## src/rtl/instr_fetch.sv

```systemverilog
// instr_fetch: single-request instruction fetch FSM with next-PC select; IFETCH_MISALIGN_TRAP_EN traps misaligned targets.
module instr_fetch #(
  parameter logic [31:0] RESET_PC  = 32'h0000_0000,
  parameter logic [31:0] NOP_INSTR = 32'h0000_0013
) (
  input  logic        clk,
  input  logic        rst_n,
  input  logic [1:0]  pc_src,
  input  logic        branch_taken,
  input  logic [31:0] imm,
  input  logic [31:0] rs1_data,
  input  logic        stall,
  output logic        imem_req,
  output logic [31:0] imem_addr,
  input  logic        imem_rvalid,
  input  logic [31:0] imem_rdata,
  output logic [31:0] instr,
  output logic        instr_valid,
  output logic [31:0] pc,
  output logic [31:0] pc_plus4,
  output logic        fetch_fault
);
  typedef enum logic [1:0] {IDLE, REQ, VALID, FAULT} state_t;
  state_t      r_state, w_next_state;
  logic [31:0] r_pc, r_instr;
  logic [31:0] w_seq, w_rel, w_jalr, w_raw_next, w_next_pc;
  logic        w_retire, w_misalign;
  assign w_seq      = r_pc + 32'd4;
  assign w_rel      = r_pc + imm;
  assign w_jalr     = (rs1_data + imm) & 32'hFFFF_FFFE;
  assign w_raw_next = pc_src == 2'b00 ? w_seq :
                      pc_src == 2'b01 ? (branch_taken ? w_rel : w_seq) :
                      pc_src == 2'b10 ? w_rel : w_jalr;
  assign w_retire   = r_state == VALID && !stall;
`ifdef IFETCH_MISALIGN_TRAP_EN
  logic r_fault;
  assign w_misalign  = |w_raw_next[1:0];
  assign w_next_pc   = w_raw_next;
  assign fetch_fault = r_fault;
  always_ff @(posedge clk or negedge rst_n)
    if (!rst_n) r_fault <= 1'b0;
    else if (w_retire && w_misalign) r_fault <= 1'b1;
`else
  assign w_misalign  = 1'b0;
  assign w_next_pc   = w_raw_next & 32'hFFFF_FFFC;
  assign fetch_fault = 1'b0;
`endif
  always_ff @(posedge clk or negedge rst_n)
    if (!rst_n) r_state <= IDLE;
    else r_state <= w_next_state;
  always_comb begin
    w_next_state = r_state;
    imem_req     = 1'b0;
    instr_valid  = 1'b0;
    w_next_state = r_state == IDLE  ? REQ :
                   r_state == REQ   ? (imem_rvalid ? VALID : REQ) :
                   r_state == VALID ? (w_retire ? (w_misalign ? FAULT : REQ) : VALID) : FAULT;
    imem_req     = r_state == REQ;
    instr_valid  = r_state == VALID;
  end
  // instr is cleared back to NOP on retire so it reads NOP in every non-VALID state
  always_ff @(posedge clk or negedge rst_n)
    if (!rst_n) begin
      r_pc    <= RESET_PC;
      r_instr <= NOP_INSTR;
    end else if (r_state == REQ && imem_rvalid) begin
      r_instr <= imem_rdata;
    end else if (w_retire) begin
      r_instr <= NOP_INSTR;
      r_pc    <= w_next_pc;
    end
  assign imem_addr = r_pc;
  assign pc        = r_pc;
  assign pc_plus4  = w_seq;
  assign instr     = r_instr;
endmodule

```

## config.mk

```make
export PLATFORM = sky130hd
export DESIGN_NAME = instr_fetch
export DESIGN_NICKNAME = d
export VERILOG_FILES = /design/src/rtl/instr_fetch.sv
export SDC_FILE = /design/constraint.sdc
export NUM_CORES = 1
export LEC_CHECK = 0
export ABC_AREA = 1
export CAP_MARGIN = 20
export CORE_UTILIZATION = 50
export DETAILED_ROUTE_END_ITERATION = 6
export PLACE_DENSITY = 0.9
export SYNTH_ARGS = -nofsm -noshare
export SYNTH_HDL_FRONTEND = slang
export SYNTH_SLANG_ARGS = --single-unit
```

## constraint.sdc

```tcl
create_clock -name clk -period 2.4 [get_ports clk]
set_input_delay 0.48 -clock clk [delete_from_list [all_inputs] [get_ports clk]]
set_output_delay 0.48 -clock clk [all_outputs]
set_load 0.005 [all_outputs]
```

==> flow_summary_export.csv, run 1 <==
group,metric,value,unit
floorplan,die-width,130,microns
cts,cts_htree_levels,3,
synth,synth_ff_type,"dfrtp_1",
synth,synthMostInstantiatedCell,"nand2_1",
cts,numCtsBuffers,9,
synth,ys_warn_count,0,
place,gp_congestion,0.969,
cts,cts.sinks,64,
grt,grtUsageTotal,0.654,
synth,syn_area,8240,sq um
cts,cts-root-buf,"clkbuf_16",
synth,synth_top_cell_area_share,0.211,
outcome,status,"did not finish",
cts,cts_hold_buf,0,
grt,grt_pass1_wl,81000,microns
synth,synth_edf_count,0,
cts,clk_path_buf_depth,2,
grt,overflow,7,
synth,syn_inst,1367,
place,io_buffers,226,
place,post-dp-hpwl,29600,microns
floorplan,initial_core_util,0.515,
synth,ys_ff_latch,64,
synth,synth.area.top_cells,"nand2_1 21%, dfrtp_1 19%, inv_1 9.6%",
synth,yosysTopAreaCell,"nand2_1",
floorplan,io_pins,234,
floorplan,die-height,130,microns
synth,ys_types,45,
grt,grt_max_degree,31,
synth,ys_seq_area_frac,0.195,
outcome,stop_stage,"global routing (5_1_grt)",
synth,async_flop_share,1.00,
synth,syn_avg_cell_area,6.03,sq um
synth,synthTopCellsByCount,"462 x nand2_1, 210 x inv_1, 112 x nor2_1, 99 x nand3_1, 87 x a21oi_1",
grt,grt_pass1_vias,13400,
floorplan,rows,46,
outcome,error_message,"[ERROR GRT-0116] Global routing finished with congestion. Check the congestion regions in the DRC Viewer.",
place,dp_cells,1973,
-- cell families after synthesis --
kind of cell,share of synthesized area
other,0.000455
buffers and inverters,0.141
adder cells (fa/ha/maj),0.0936
XOR/XNOR,0.0360
flip-flops,0.195
AND/OR/NAND/NOR,0.390
AO/OA/AOI/OAI,0.144
-- layer usage --
metal	GRT usage	GRT overflow
met1	0.676	0
met2	0.870	3
met3	0.442	0
met4	0.612	4
met5	0.0706	0
-- per-stage QoR --
| stage | utilization | setup WS [ns] | cell area (sq um) |
|---|---|---|---|
| 2_1_floorplan | - | 0.236 | 8260 |
| 3_3_place_gp | 0.756 | -0.357 | 12100 |
| 3_5_place_dp | 0.756 | -0.501 | 12100 |
| 4_1_cts | 0.819 | -0.101 | 13100 |
-- what timing repair did --
item / 4_1_cts
gates cloned: 0
setup buffers: 34
endpoints found under the setup margin: 48
gates resized for setup: 188
pin swaps: 37
==> inputs of run 2 (changes only) <==
- CORE_UTILIZATION: 50 -> 39
- PLACE_DENSITY: 0.9 -> unset
- PLACE_DENSITY_LB_ADDON: unset -> 0.15
==> flow_summary_export.csv, run 2 <==
group,metric,value,unit
final_layout,drive_gt1_frac,0.300,
power_and_ir_drop,vdd_drop_max,0.981,mV
synth,synth_top_cell_area_share,0.211,
synth,synth_ff_type,"dfrtp_1",
sta,slew_violations,0,
synth,ys_types,45,
cts,cts_tree,"built",
final_layout,area_growth,72.3,%
cts,cts_htree_levels,3,
final_layout,seq_area,1610,sq um
cts,path_clk_slew,0.07,ns
sta,fin_crit_sh,1.04,
grt,overflow,0,
sta,setup_ws,-0.0985,ns
routing,drc_errors,0,
power_and_ir_drop,p_leak,7.23,nW
cts,cts-root-buf,"clkbuf_16",
synth,ys_seq_area_frac,0.195,
floorplan,die-width,147,microns
cts,clk_path_buf_depth,2,
grt,grt_pass1_wl,53800,microns
worst_setup_path,cp-startpoint,"imem_addr[2]",
routing,vias_per_cell,5.21,
routing,drt_iter0_drc,686,
grt,use_met1,0.413,
power_and_ir_drop,p_clk_frac,0.108,
synth,synthMostInstantiatedCell,"nand2_1",
worst_setup_path,critPathLaunchType,"flop",
floorplan,initial_core_util,0.402,
worst_setup_path,worstRegToRegCells,15,
worst_hold_path,hold_path_class,"in2async",
synth,ys_warn_count,0,
place,gp_congestion,0.950,
final_layout,layout_common_cells,"416 x nand2_1, 269 x buf_4, 202 x inv_1",
grt,grt_busiest_layer,"met2",
cts,cts.sinks,64,
floorplan,io_pins,234,
grt,use_met3,0.0438,
routing,wl_per_cell,17.6,microns
sta,setup_viol,17,
routing,dr.pass1.iters,6,
synth,synth_edf_count,0,
cts,numCtsBuffers,9,
power_and_ir_drop,p_int,8.38,mW
sta,hold_violations,0,
final_layout,multi_input_area,6630,sq um
synth,yosysTopAreaCell,"nand2_1",
final_layout,antenna_cells,0,
sta,worstMarginPinSlew,0.514,ns
synth,syn_area,8240,sq um
final_layout,final_common_cell,"nand2_1",
power_and_ir_drop,totalPowerFinal,15.1,mW
grt,grt_pass1_vias,10400,
outcome,status,"complete, but fails checks",
power_and_ir_drop,powerDensity,1060,nW/um^2
place,dp_cells,2044,
sta,post-route-min-period,2.50,ns
floorplan,rows,52,
power_and_ir_drop,p_switching,6.69,mW
final_layout,nFillCells,1760,
synth,async_flop_share,1.00,
final_layout,final_cells,2117,
synth,syn_avg_cell_area,6.03,sq um
cts,clk_latency,0.35,ns
synth,ys_ff_latch,64,
grt,antenna_found_initial,0,
place,dpl_cell_area,12300,sq um
outcome,violations,"setup timing",
place,post-dp-hpwl,27700,microns
floorplan,dieArea,21700,sq um
power_and_ir_drop,seqPwrFrac,0.132,
grt,met2_usage,0.538,
power_and_ir_drop,p_sw_frac,0.444,
sta,rsz0062_at_grt,"yes",
sta,slew_headroom,0.657,
place,io_buffers,226,
worst_setup_path,crit_arrival,2.02,ns
power_and_ir_drop,pwr-share-comb,0.760,
final_layout,postLayoutCellArea,14200,sq um
worst_setup_path,crit_required,1.92,ns
worst_setup_path,r2r_start,"imem_addr[11]",
sta,tns,-0.808,ns
worst_setup_path,critPathCaptureType,"output port",
final_layout,largest_reg_flops,32,
sta,fmax,400,MHz
routing,vias,11000,
sta,fin_skew,0.00846,ns
grt,grt_max_degree,65,
synth,syn_inst,1367,
worst_setup_path,worstPathMaxFanout,4,
routing,ant_nets,0,
final_layout,fin_nets,2006,
job,cap_violations,0,
floorplan,die-height,147,microns
worst_setup_path,r2r_slack,0.04,ns
routing,wl,37200,microns
worst_setup_path,critPathKind,"reg2out",
synth,synth.area.top_cells,"nand2_1 21%, dfrtp_1 19%, inv_1 9.6%",
synth,synthTopCellsByCount,"462 x nand2_1, 210 x inv_1, 112 x nor2_1, 99 x nand3_1, 87 x a21oi_1",
worst_setup_path,reg2reg_to,"imem_addr[30]",
grt,grtUsageTotal,0.320,
floorplan,fp.coreArea,20500,sq um
==> run 2: cell counts after synthesis <==
Identical to the previous run, type by type.
==> run 2: critical path, stage by stage (launching register included) <==
cell	delay, ns
dfrtp_1	0.39
buf_6	0.14
nand3_4	0.11
nor2_4	0.14
nand3_4	0.13
nor2_8	0.15
buf_4	0.12
buf_4	0.11
xor2_2	0.18
inv_1	0.07
clkbuf_2	0.12
==> run 2: cell families after synthesis <==
logic type | Yosys count | synth area share
buf+inv | 269 | 0.141
xor+xnor | 33 | 0.0360
fa+ha+maj | 61 | 0.0936
simple gates | 752 | 0.390
other cells | 1 | 0.000455
compound gates | 187 | 0.144
flops | 64 | 0.195
==> run 2: timing repair <==
item	4_1_cts	5_1_grt
hold buffers	0	0
endpoints found under the setup margin	35	51
buffers inserted	27	34
gates resized for setup	111	221
pin swaps	24	58
endpoints found under the hold margin	0	0
==> run 2: cell type report <==
class                      instances  area share
multi-input combinational       1040       0.467
inverter                         212      0.0563
tap                              270      0.0238
sequential                        64       0.114
clock inverter                     7     0.00882
clock buffer                       9      0.0159
timing repair buffer             515       0.315
==> run 2: power groups by stage <==
| stage | logic [mW] | clock network [mW] | registers (mW) |
|---|---|---|---|
| floorplan | 4.28 | 0 | 2.08 |
| global placement | 9.37 | 0 | 1.96 |
| detailed placement | 9.44 | 0 | 1.97 |
| CTS | 9.97 | 1.61 | 1.95 |
| global route | 12.3 | 1.66 | 2.05 |
| finish | 11.5 | 1.62 | 1.99 |
==> run 2: worst max-delay path by stage <==
stage / endpoint / slack [ns] / cells after the start
after global placement: imem_addr[30] / -0.46 / 15
after detailed placement: imem_addr[30] / -0.49 / 15
after CTS: pc_plus4[17] / -0.18 / 10
after global routing: pc_plus4[11] / -0.16 / 10
final: pc_plus4[11] / -0.1 / 10
after floorplan: imem_addr[22] / 0.24 / 13
==> run 2: per-stage QoR <==
| step | hold slack, ns | util | setup slack [ns] |
|---|---|---|---|
| 2_1_floorplan | 0.184 | - | 0.236 |
| 4_1_cts | 0.181 | 0.640 | -0.181 |
| 3_3_place_gp | 0.471 | 0.598 | -0.461 |
| 6_report | 0.160 | 0.692 | -0.0985 |
| 3_5_place_dp | 0.480 | 0.598 | -0.487 |
| 5_1_grt | 0.182 | 0.692 | -0.163 |
==> run 2: routing by layer <==
metal | vias to the layer above | wire length [microns]
li1 | 5302 | -
met1 | 5079 | 15400
met2 | 529 | 17700
met3 | 112 | 2410
met4 | 0 | 1770
met5 | - | 0
Note: power is estimated with default switching activity, not from simulation.
==> inputs of run 3 (changes only) <==
- CAP_MARGIN: 20 -> 15
==> results of run 3 <==
Final layout, timing and power as in run 2 (identical DEF).
==> inputs of run 4 (changes only) <==
- RECOVER_POWER: unset -> 25
==> flow_summary_export.csv, run 4 (synthesis results as in run 2) <==
group,metric,value,unit
outcome,status,"complete, but fails checks",
outcome,violations,"capacitance limit, slew limit, setup timing",
sta,setup_viol,17,
floorplan,fp.coreArea,20500,sq um
grt,grt_pass1_vias,10400,
power_and_ir_drop,p_sw_frac,0.444,
power_and_ir_drop,p_int,8.38,mW
cts,clk_path_buf_depth,2,
final_layout,layout_common_cells,"416 x nand2_1, 269 x buf_4, 202 x inv_1",
cts,numCtsBuffers,9,
job,cap_violations,1,
final_layout,drive_gt1_frac,0.300,
worst_setup_path,worstPathMaxFanout,4,
routing,drc_errors,0,
worst_setup_path,crit_required,1.92,ns
worst_setup_path,slowest_stage,"dfrtp_1",
power_and_ir_drop,powerDensity,1060,nW/um^2
grt,overflow,0,
cts,cts_tree,"built",
sta,hold_violations,0,
final_layout,fin_nets,2006,
final_layout,area_growth,72.1,%
sta,slew_violations,65,
worst_setup_path,crit_buf_inv,5,
final_layout,fin_util,0.692,
sta,rsz0062_at_grt,"yes",
final_layout,final_common_cell,"nand2_1",
floorplan,dieArea,21700,sq um
final_layout,largest_reg_flops,32,
cts,clk_latency,0.35,ns
power_and_ir_drop,p_clk_frac,0.108,
final_layout,antenna_cells,0,
power_and_ir_drop,p_switching,6.69,mW
sta,fin_crit_sh,1.04,
worst_setup_path,path_delay_family,"buffers and inverters",
routing,vias,11000,
sta,worstMarginPinSlew,1.80,ns
power_and_ir_drop,pwr-share-comb,0.760,
routing,vias_per_cell,5.21,
worst_setup_path,critPathCaptureType,"output port",
sta,tns,-0.809,ns
grt,grtUsageTotal,0.320,
cts,cts-root-buf,"clkbuf_16",
floorplan,die-height,147,microns
routing,wl,37300,microns
floorplan,die-width,147,microns
power_and_ir_drop,seqPwrFrac,0.132,
worst_setup_path,critPathKind,"reg2out",
worst_setup_path,crit_arrival,2.02,ns
place,post-dp-hpwl,27700,microns
power_and_ir_drop,p_leak,7.22,nW
grt,antenna_found_initial,0,
place,gp_congestion,0.950,
power_and_ir_drop,vdd_drop_max,0.981,mV
floorplan,initial_core_util,0.402,
sta,post-route-min-period,2.50,ns
floorplan,io_pins,234,
routing,drt_iter0_drc,686,
cts,cts.sinks,64,
cts,cts_htree_levels,3,
routing,ant_nets,0,
worst_hold_path,hold_path_class,"reg2reg",
worst_setup_path,cp_cell_sequence,"buf_6, nand3_4, nor2_4, nand3_4, nor2_8, buf_4, buf_4, xor2_2, inv_1, clkbuf_2",
final_layout,nFillCells,1762,
sta,fmax,400,MHz
worst_setup_path,critPathLaunchType,"flop",
routing,wl_per_cell,17.6,microns
worst_setup_path,cpPeakStageDelay,0.39,ns
grt,grt_pass1_wl,53800,microns
place,io_buffers,226,
routing,dr.pass1.iters,6,
cts,path_clk_slew,0.07,ns
grt,grt_max_degree,65,
floorplan,rows,52,
sta,setup_ws,-0.0985,ns
sta,slew_headroom,-0.197,
cts,cts_hold_buf,0,
sta,fin_skew,0.00859,ns
==> run 4: final timing paths <==
path	startpoint	end	slack (ns)	depth (start not counted)
max	imem_addr[2]	pc_plus4[11]	-0.1	10
min	instr[10]	instr[10]	0.49	1
max reg2reg	imem_addr[11]	imem_addr[30]	0.04	15
min reg2reg	instr[10]	instr[10]	0.49	1
max in group asynchronous	rst_n	imem_addr[25]	0.50	2
min in group asynchronous	rst_n	instr[30]	0.71	2
==> run 4: routing by layer <==
metal / vias up / wire (microns) / global-route usage
met3: 112 / 2410 / 0.0438
met1: 5079 / 15400 / 0.413
met4: 0 / 1770 / 0.128
met5: - / 0 / 0
met2: 529 / 17700 / 0.538
li1: 5302 / - / -
==> run 4: stage by stage <==
stage / std cells / worst slack, ns / power (mW) / instance area [sq um] / hold slack (ns)
after floorplan: 1373 / 0.236 / 6.36 / 8260 / 0.184
after global placement: 2044 / -0.461 / 11.3 / 12300 / 0.471
after detailed placement: 2044 / -0.487 / 11.4 / 12300 / 0.480
after CTS: 2087 / -0.181 / 13.5 / 13100 / 0.181
after global routing: 2117 / -0.163 / 16.0 / 14200 / 0.507
final: 2117 / -0.0985 / 15.1 / 14200 / 0.489
==> run 4: power by group through the flow <==
stage	combinational, mW	clock [mW]	sequential [mW]
floorplan	4.28	0	2.08
global placement	9.37	0	1.96
detailed placement	9.44	0	1.97
CTS	9.97	1.61	1.95
global route	12.3	1.66	2.05
finish	11.5	1.62	1.99
==> run 4: cell type report <==
| class | instances | area (sq um) | share of cell area |
|---|---|---|---|
| flip-flops and latches | 64 | 1610 | 0.114 |
| clock buffers | 9 | 225 | 0.0159 |
| well taps | 270 | 338 | 0.0238 |
| inverters | 212 | 800 | 0.0564 |
| multi-input cells | 1040 | 6630 | 0.467 |
| clock inverters | 7 | 125 | 0.00883 |
| repair buffers | 515 | 4450 | 0.314 |
==> run 4: repair_timing <==
| action | in CTS | in global routing |
|---|---|---|
| pin swaps | 24 | 58 |
| setup buffers | 27 | 34 |
| endpoints found under the setup margin | 35 | 51 |
| gates resized for setup | 111 | 221 |
| hold endpoints to repair | 0 | 0 |
